$ cat src/rtl/forward_tracker.sv
// forward_tracker
// Forwarding and load-use hazard unit that sits beside decode/register-read.
// It tracks in-flight register writers across DEPTH downstream stages.
// Entry 0 is EX. Entry DEPTH-1 is the last stage before writeback.
// For every source operand it produces a forward select and a load-use stall
// request. It also keeps saturating stall and forward performance counters.
//
// Ports
//   clk, reset_n    clock; synchronous active-low reset
//   issue_valid     decode-stage instruction is valid
//   issue_regwrite  decode instruction writes issue_rd
//   issue_is_load   decode instruction is a load
//   issue_rd        decode destination register
//   src_regs        NUM_SRC packed source registers (operand i at i*REG_ADDR_W)
//   flush           squash entry 0 and the current issue
//   cnt_clear       clear both performance counters
//   forward_sel     per operand: 0 = no forward, k = forward from entry k-1
//   stall           hold decode and insert a bubble into entry 0
//   stall_count     saturating count of stall cycles
//   fwd_count       saturating count of unstalled cycles with any forward
module forward_tracker #(
    parameter int unsigned REG_ADDR_W = 5,
    parameter int unsigned ZERO_REG   = 31,
    parameter int unsigned NUM_SRC    = 2,
    parameter int unsigned DEPTH      = 2,
    parameter int unsigned LOAD_LAT   = 1,
    parameter int unsigned SEL_W      = $clog2(DEPTH + 1)
) (
    input  logic                          clk,
    input  logic                          reset_n,
    input  logic                          issue_valid,
    input  logic                          issue_regwrite,
    input  logic                          issue_is_load,
    input  logic [REG_ADDR_W-1:0]         issue_rd,
    input  logic [NUM_SRC*REG_ADDR_W-1:0] src_regs,
    input  logic                          flush,
    input  logic                          cnt_clear,
    output logic [NUM_SRC*SEL_W-1:0]      forward_sel,
    output logic                          stall,
    output logic [15:0]                   stall_count,
    output logic [15:0]                   fwd_count
);

    logic [DEPTH-1:0]                 ent_valid;
    logic [DEPTH-1:0]                 ent_regwrite;
    logic [DEPTH-1:0]                 ent_load;
    logic [DEPTH-1:0][REG_ADDR_W-1:0] ent_rd;

    logic                  any_not_ready;
    logic                  found;
    logic                  not_ready;
    logic [REG_ADDR_W-1:0] src;
    logic [SEL_W-1:0]      sel;
    logic                  any_fwd;

    // The youngest match wins. If that match is a load still too close to
    // the operand, the operand is not ready. An older match must not be
    // used in that case, so the search stops at the first match.
    always_comb begin
        forward_sel   = '0;
        any_not_ready = 1'b0;
        found         = 1'b0;
        not_ready     = 1'b0;
        src           = '0;
        sel           = '0;
        for (int unsigned i = 0; i < NUM_SRC; i++) begin
            src       = src_regs[i*REG_ADDR_W +: REG_ADDR_W];
            found     = 1'b0;
            not_ready = 1'b0;
            sel       = '0;
            for (int unsigned k = 0; k < DEPTH; k++) begin
                if (!found && ent_valid[k] && ent_regwrite[k] &&
                    ent_rd[k] == src && src != REG_ADDR_W'(ZERO_REG)) begin
                    found = 1'b1;
                    if (ent_load[k] && k < LOAD_LAT) begin
                        not_ready = 1'b1;
                    end else begin
                        sel = SEL_W'(k + 1);
                    end
                end
            end
            forward_sel[i*SEL_W +: SEL_W] = sel;
            any_not_ready = any_not_ready | not_ready;
        end
    end

    assign stall   = issue_valid & any_not_ready;
    assign any_fwd = |forward_sel;

    always_ff @(posedge clk) begin
        if (!reset_n) begin
            ent_valid    <= '0;
            ent_regwrite <= '0;
            ent_load     <= '0;
            ent_rd       <= '0;
            stall_count  <= '0;
            fwd_count    <= '0;
        end else begin
            // On flush, the instruction leaving entry 0 lands in entry 1 as a bubble.
            for (int unsigned k = 1; k < DEPTH; k++) begin
                ent_valid[k]    <= ent_valid[k-1] & ~(flush && k == 1);
                ent_regwrite[k] <= ent_regwrite[k-1];
                ent_load[k]     <= ent_load[k-1];
                ent_rd[k]       <= ent_rd[k-1];
            end
            ent_valid[0]    <= issue_valid & ~stall & ~flush;
            ent_regwrite[0] <= issue_regwrite;
            ent_load[0]     <= issue_is_load;
            ent_rd[0]       <= issue_rd;

            if (cnt_clear) begin
                stall_count <= '0;
                fwd_count   <= '0;
            end else begin
                if (stall && stall_count != '1) begin
                    stall_count <= stall_count + 16'd1;
                end
                if (any_fwd && !stall && fwd_count != '1) begin
                    fwd_count <= fwd_count + 16'd1;
                end
            end
        end
    end

endmodule

$ cat config.mk
export PLATFORM = sky130hd
export DESIGN_NAME = forward_tracker
export DESIGN_NICKNAME = d
export VERILOG_FILES = /design/src/rtl/forward_tracker.sv
export SDC_FILE = /design/constraint.sdc
export NUM_CORES = 1
export LEC_CHECK = 0
export BUFFER_PORTS_ARGS = -buffer_cell sky130_fd_sc_hd__buf_2
export CORE_ASPECT_RATIO = 0.5
export CORE_MARGIN = 8
export CORE_UTILIZATION = 47
export CTS_CLUSTER_SIZE = 30
export DETAILED_ROUTE_END_ITERATION = 8
export GPL_TIMING_DRIVEN = 0
export PLACE_DENSITY = 0.75
export SYNTH_ARGS = -nofsm -noshare
export SYNTH_HDL_FRONTEND = slang
export SYNTH_SLANG_ARGS = --single-unit
$ cat constraint.sdc
create_clock -name clk -period 2.1 [get_ports clk]
set_input_delay 0.315 -clock clk [delete_from_list [all_inputs] [get_ports clk]]
set_output_delay 0.315 -clock clk [all_outputs]
set_load 0.02 [all_outputs]
== Word-level counts from Yosys, hierarchy flattened ==
Index checks and enable logic that the tools add are counted.
W data, S select, Z words.
Word-level totals
  register bits: 47
  bits in latches: 0
  RAM bits: 0
  memory bits (read-only): 0
  output and inout port bits: 37
  word-level logic and storage cells: 56
  memories: 0
Operators by class
  add/sub/neg operators: 2
  multipliers: 0
  divide/modulo/power cells: 0
  $lt $le $gt $ge: 0
  equality and inequality tests: 8
  shift operators: 0
  muxes and demuxes: 10
  bitwise operators: 8
  reduce and logical (&&, ||, !) cells: 21
Operators with widths (number)
  $add A16 B1 Y16 const B: 2
  $ne A16 B16 Y1 const B: 2
  $eq A5 B5 Y1: 4
  $logic_and A1 B1 Y1: 16
  $ne A5 B5 Y1 const B: 2
  $mux W1: 7
  $mux W2: 3
  $and A1 B1 Y1: 4
  $reduce_or A4 Y1: 1
  $logic_not A1 Y1: 3
  $not A1 Y1: 3
  $reduce_or A2 Y1: 1
  $or A1 B1 Y1: 1

== Longest topological paths before layout ==
  depth in word-level cells: 13
  gate-level depth with buffers: 10

== Least setup slack after synthesis ==
OpenSTA, ideal clock, no wires.
  path type: reg2reg
  from: register stall_count[0]
  to: register stall_count[13]
  library setup time: 0.128 ns
  arrival time: 2.261 ns
  path slack: -0.289 ns
  cell stages (with the launch flop): 11
  buffers on the path: 2
  period minus slack after synthesis: 2.389 ns
  cells stage by stage: dfxtp_1 > ha_1 > nand3_1 > or2_2 > clkbuf_1 > or3_1 > o2111ai_2 > buf_2 > nor3_1 > xnor2_1 > nor2_1
Between the ends
  cells in the longest elaborated chain, start to end: 2
Ends and longest elaborated chain
  start, declared: RTL line 40  | output logic [15:0] stall_count,
  start signal, assigned: RTL line 116  | stall_count <= stall_count + 16'd1;
  parallel branches: the longest is 2 deep, another holds $add A16 B1 Y16
Several ways; the timed one is not identified.
A chain may end at the register's enable or synchronous reset.

== Worst setup path after layout ==
  from: register ent_rd[8] (netlist name)
  to: register fwd_count[5]
Between the ends
  cells in the longest elaborated chain, start to end: 7
Ends and longest elaborated chain
  start, declared: RTL line 47  | logic [DEPTH-1:0][REG_ADDR_W-1:0] ent_rd;
  start signal, assigned by index: RTL line 104  | ent_rd[k] <= ent_rd[k-1];
  $eq A5 B5 Y1: RTL line 73  | ent_rd[k] == src && src != REG_ADDR_W'(ZERO_REG)) begin
  $logic_and A1 B1 Y1: RTL line 72  | if (!found && ent_valid[k] && ent_regwrite[k] &&
  $logic_and A1 B1 Y1: RTL line 73
  $mux W2: RTL line 72
  $reduce_or A4 Y1 *: RTL line 88  | assign any_fwd = |forward_sel;
  $logic_and A1 B1 Y1 * (2 in a row): RTL line 118  | if (any_fwd && !stall && fwd_count != '1) begin
  end signal, assigned: RTL line 119  | fwd_count <= fwd_count + 16'd1;
  end, declared: RTL line 41  | output logic [15:0] fwd_count
Mark *: on every way between the ends. The rest lies on a longest branch, timed or not.

==> results.py <==
metrics = {
    "die": {
        "fp.dieArea_sq_mm": 0.00752,
        "io_pins": 59,
        "fp.dieH_um": 65.4,
        "core-area_sq_mm": 0.00482,
        "initial_core_util_pct": 47.7,
        "die_x_um": 115,
        "rows": 18,
    },
    "yosys": {
        "async_reset_ff_share_pct": 0,
        "syn_area_per_cell_sq_um": 8.57,
        "ys_warn_count": 0,
        "ys_types": 37,
        "syn_nets": 292,
        "ys_seq_area_share_pct": 41.0,
        "synth_ff_type": "dfxtp_1",
        "synth-seq-cells": 47,
        "synthCells": 268,
        "synth_edf_count": 0,
        "syn_area_sq_mm": 0.00230,
    },
    "drt": {
        "drc": 0,
        "dr.pass1.iters": 4,
        "antenna_left": 0,
        "vias_per_cell": 5.66,
        "vias": 2399,
        "wl_um": 7250,
        "wl_per_cell_um": 17.1,
        "drtIter0Drc": 120,
    },
    "outcome": {
        "run_status": "finished with violations",
        "violations": "setup timing",
    },
    "cts": {
        "clkTransAtPathRegs_ns": 0.09,
        "ctsHoldBuffers": 0,
        "clock-sinks": 47,
        "cts_tree": "done",
        "cts_buffers": 5,
        "clk_latency_ns": 0.31,
        "cts_max_path_buffers": 2,
        "htree_levels": 2,
        "cts_root_buf": "clkbuf_8",
    },
    "global_routing": {
        "grt_max_degree": 15,
        "met2_usage_pct": 32.2,
        "top_usage_layer": "met2",
        "track_usage_pct": 17.1,
        "grt_pass1_wl_um": 10400,
        "grt_util_met1_pct": 19.2,
        "gr-usage-met3_pct": 4.20,
        "grt_antenna_before_repair": 0,
        "grt_pass1_vias": 2204,
        "grt-ovfl-total": 0,
    },
    "sta": {
        "max_freq_mhz": 431,
        "setup_tns_ns": -3.42,
        "skew_ns": 0.00574,
        "final-max-slew-violation-count": 0,
        "min_period_ns": 2.32,
        "whs_ns": 0.212,
        "final_hold_viol_count": 0,
        "rsz0062_at_grt": "true",
        "setup_violations": 33,
        "post-route-period-util_pct": 110,
        "slew_headroom_pct": 58.7,
        "worst_slack_ns": -0.219,
        "worst_pin_slew_ns": 0.620,
    },
    "finish": {
        "seq_area_sq_um": 966,
        "final_common_cell": "buf_2",
        "mostFrequentLayoutCells": "54 x buf_2, 37 x dfxtp_1, 18 x nand3_1, 18 x buf_4",
        "multiInputGateArea_sq_mm": 0.00157,
        "finalCoreUtilization_pct": 69.4,
        "drive_above_1_share_pct": 41.8,
        "diodes": 0,
        "syn2layout_area_growth_pct": 45.7,
        "fill_cells": 395,
        "final_net_count": 377,
    },
    "setup_path": {
        "cp-end-kind": "flop",
        "cp_data_arrival_time_ns": 2.55,
        "path_class": "reg -> reg",
        "cp.required_ns": 2.33,
        "path_max_fanout": 5,
        "start_kind": "flop",
    },
    "place": {
        "io_buffers": 58,
        "dpl_worst_slack_ns": -0.530,
        "post-dp-hpwl_um": 4550,
        "place.gp.congestion": 0.890,
    },
    "power_and_ir_drop": {
        "peakVddDrop_uv": 364,
        "p_leak_uw": 0.00129,
        "p_total_uw": 1820,
        "pwr_density_cell_mw_per_mm2": 543,
    },
    "job": {
        "max-cap-violations": 0,
    },
    "worst_hold_path": {
        "hold_path.class": "in -> reg",
    },
}
-- final timing paths --
kind | slack [ns] | to | from | cells after the start
max | -0.22 | fwd_count[5] | ent_rd[8] | 8
min reg2reg | 0.47 | ent_regwrite[1] | ent_regwrite[0] | 1
min | 0.21 | ent_rd[1] | issue_rd[1] | 2
max reg2reg | -0.22 | fwd_count[5] | ent_rd[8] | 8
-- layout make-up --
type,count,share of cell area (%)
repair buffers,78,14.7
inverters,5,0.561
clock buffers,6,2.17
plain buffers,10,2.50
well taps,70,2.62
clock inverters,2,1.79
multi-input cells,206,46.8
flip-flops and latches,47,28.9
-- synthesized netlist by cell type (9+ instances only) --
cell / count / area [sq um]
a21oi_1: 16 / 80.1
and2_1: 13 / 81.3
and3_1: 9 / 56.3
dfxtp_1: 47 / 941
nand2_1: 17 / 63.8
nand3_1: 20 / 100
nor2_1: 21 / 78.8
o21ai_0: 9 / 45.0
o31ai_1: 9 / 67.6
or3_1: 10 / 62.6
or4_1: 9 / 67.6
xnor2_1: 17 / 149
xor2_1: 13 / 114
-- per-layer routing --
| metal | wire (um) | vias to the layer above |
|---|---|---|
| li1 | - | 1125 |
| met1 | 3020 | 1162 |
| met2 | 3680 | 87 |
| met3 | 366 | 25 |
| met4 | 182 | 0 |
| met5 | 0 | - |
-- where the power goes --
part / switching (uW) / leakage [uW] / internal, uW
combinational: 63.8 / 0.000837 / 53.6
clock: 311 / 0.0000654 / 476
sequential: 14.5 / 0.000387 / 900
total: 389 / 0.00129 / 1430
-- stage by stage --
stage                     cells  cell area (sq um)
final                       424               3350
after global routing        424               3350
after CTS                   413               3050
after detailed placement    396               2730
after global placement      396               2730
after floorplan             268               2350
-- timing repair --
item                       4_1_cts  5_1_grt
pin swaps                       16       36
hold endpoints to repair         0        0
setup endpoints to repair       31       36
gates resized for setup         41       46
buffers inserted                 7       11
cloned                           2        1
-- logic make-up after synthesis --
kind of cell | after synthesis | share of synthesized area, %
adder cells (fa/ha/maj) | 2 | 1.09
buffers and inverters | 15 | 2.67
multiplexers | 1 | 0.436
XOR/XNOR | 30 | 11.4
AND/OR/NAND/NOR | 132 | 32.2
flip-flops | 47 | 41.0
AO/OA/AOI/OAI | 41 | 11.2
-- sequential cells by signal, summed over array words and instances (netlist names) --
| register | count |
|---|---|
| fwd_count | 16 |
| stall_count | 16 |
| ent_rd | 10 |
| ent_regwrite | 2 |
| ent_valid | 2 |
| ent_load | 1 |
-- worst max-delay path, stage by stage (launching register included) --
cell	delay [ns]
dfxtp_2	0.33
xor2_1	0.16
nor4_1	0.32
nand4_1	0.27
nand4b_1	0.20
a22oi_2	0.16
buf_6	0.17
or4_4	0.48
a21oi_2	0.15
(Power assumes the default switching activity.)
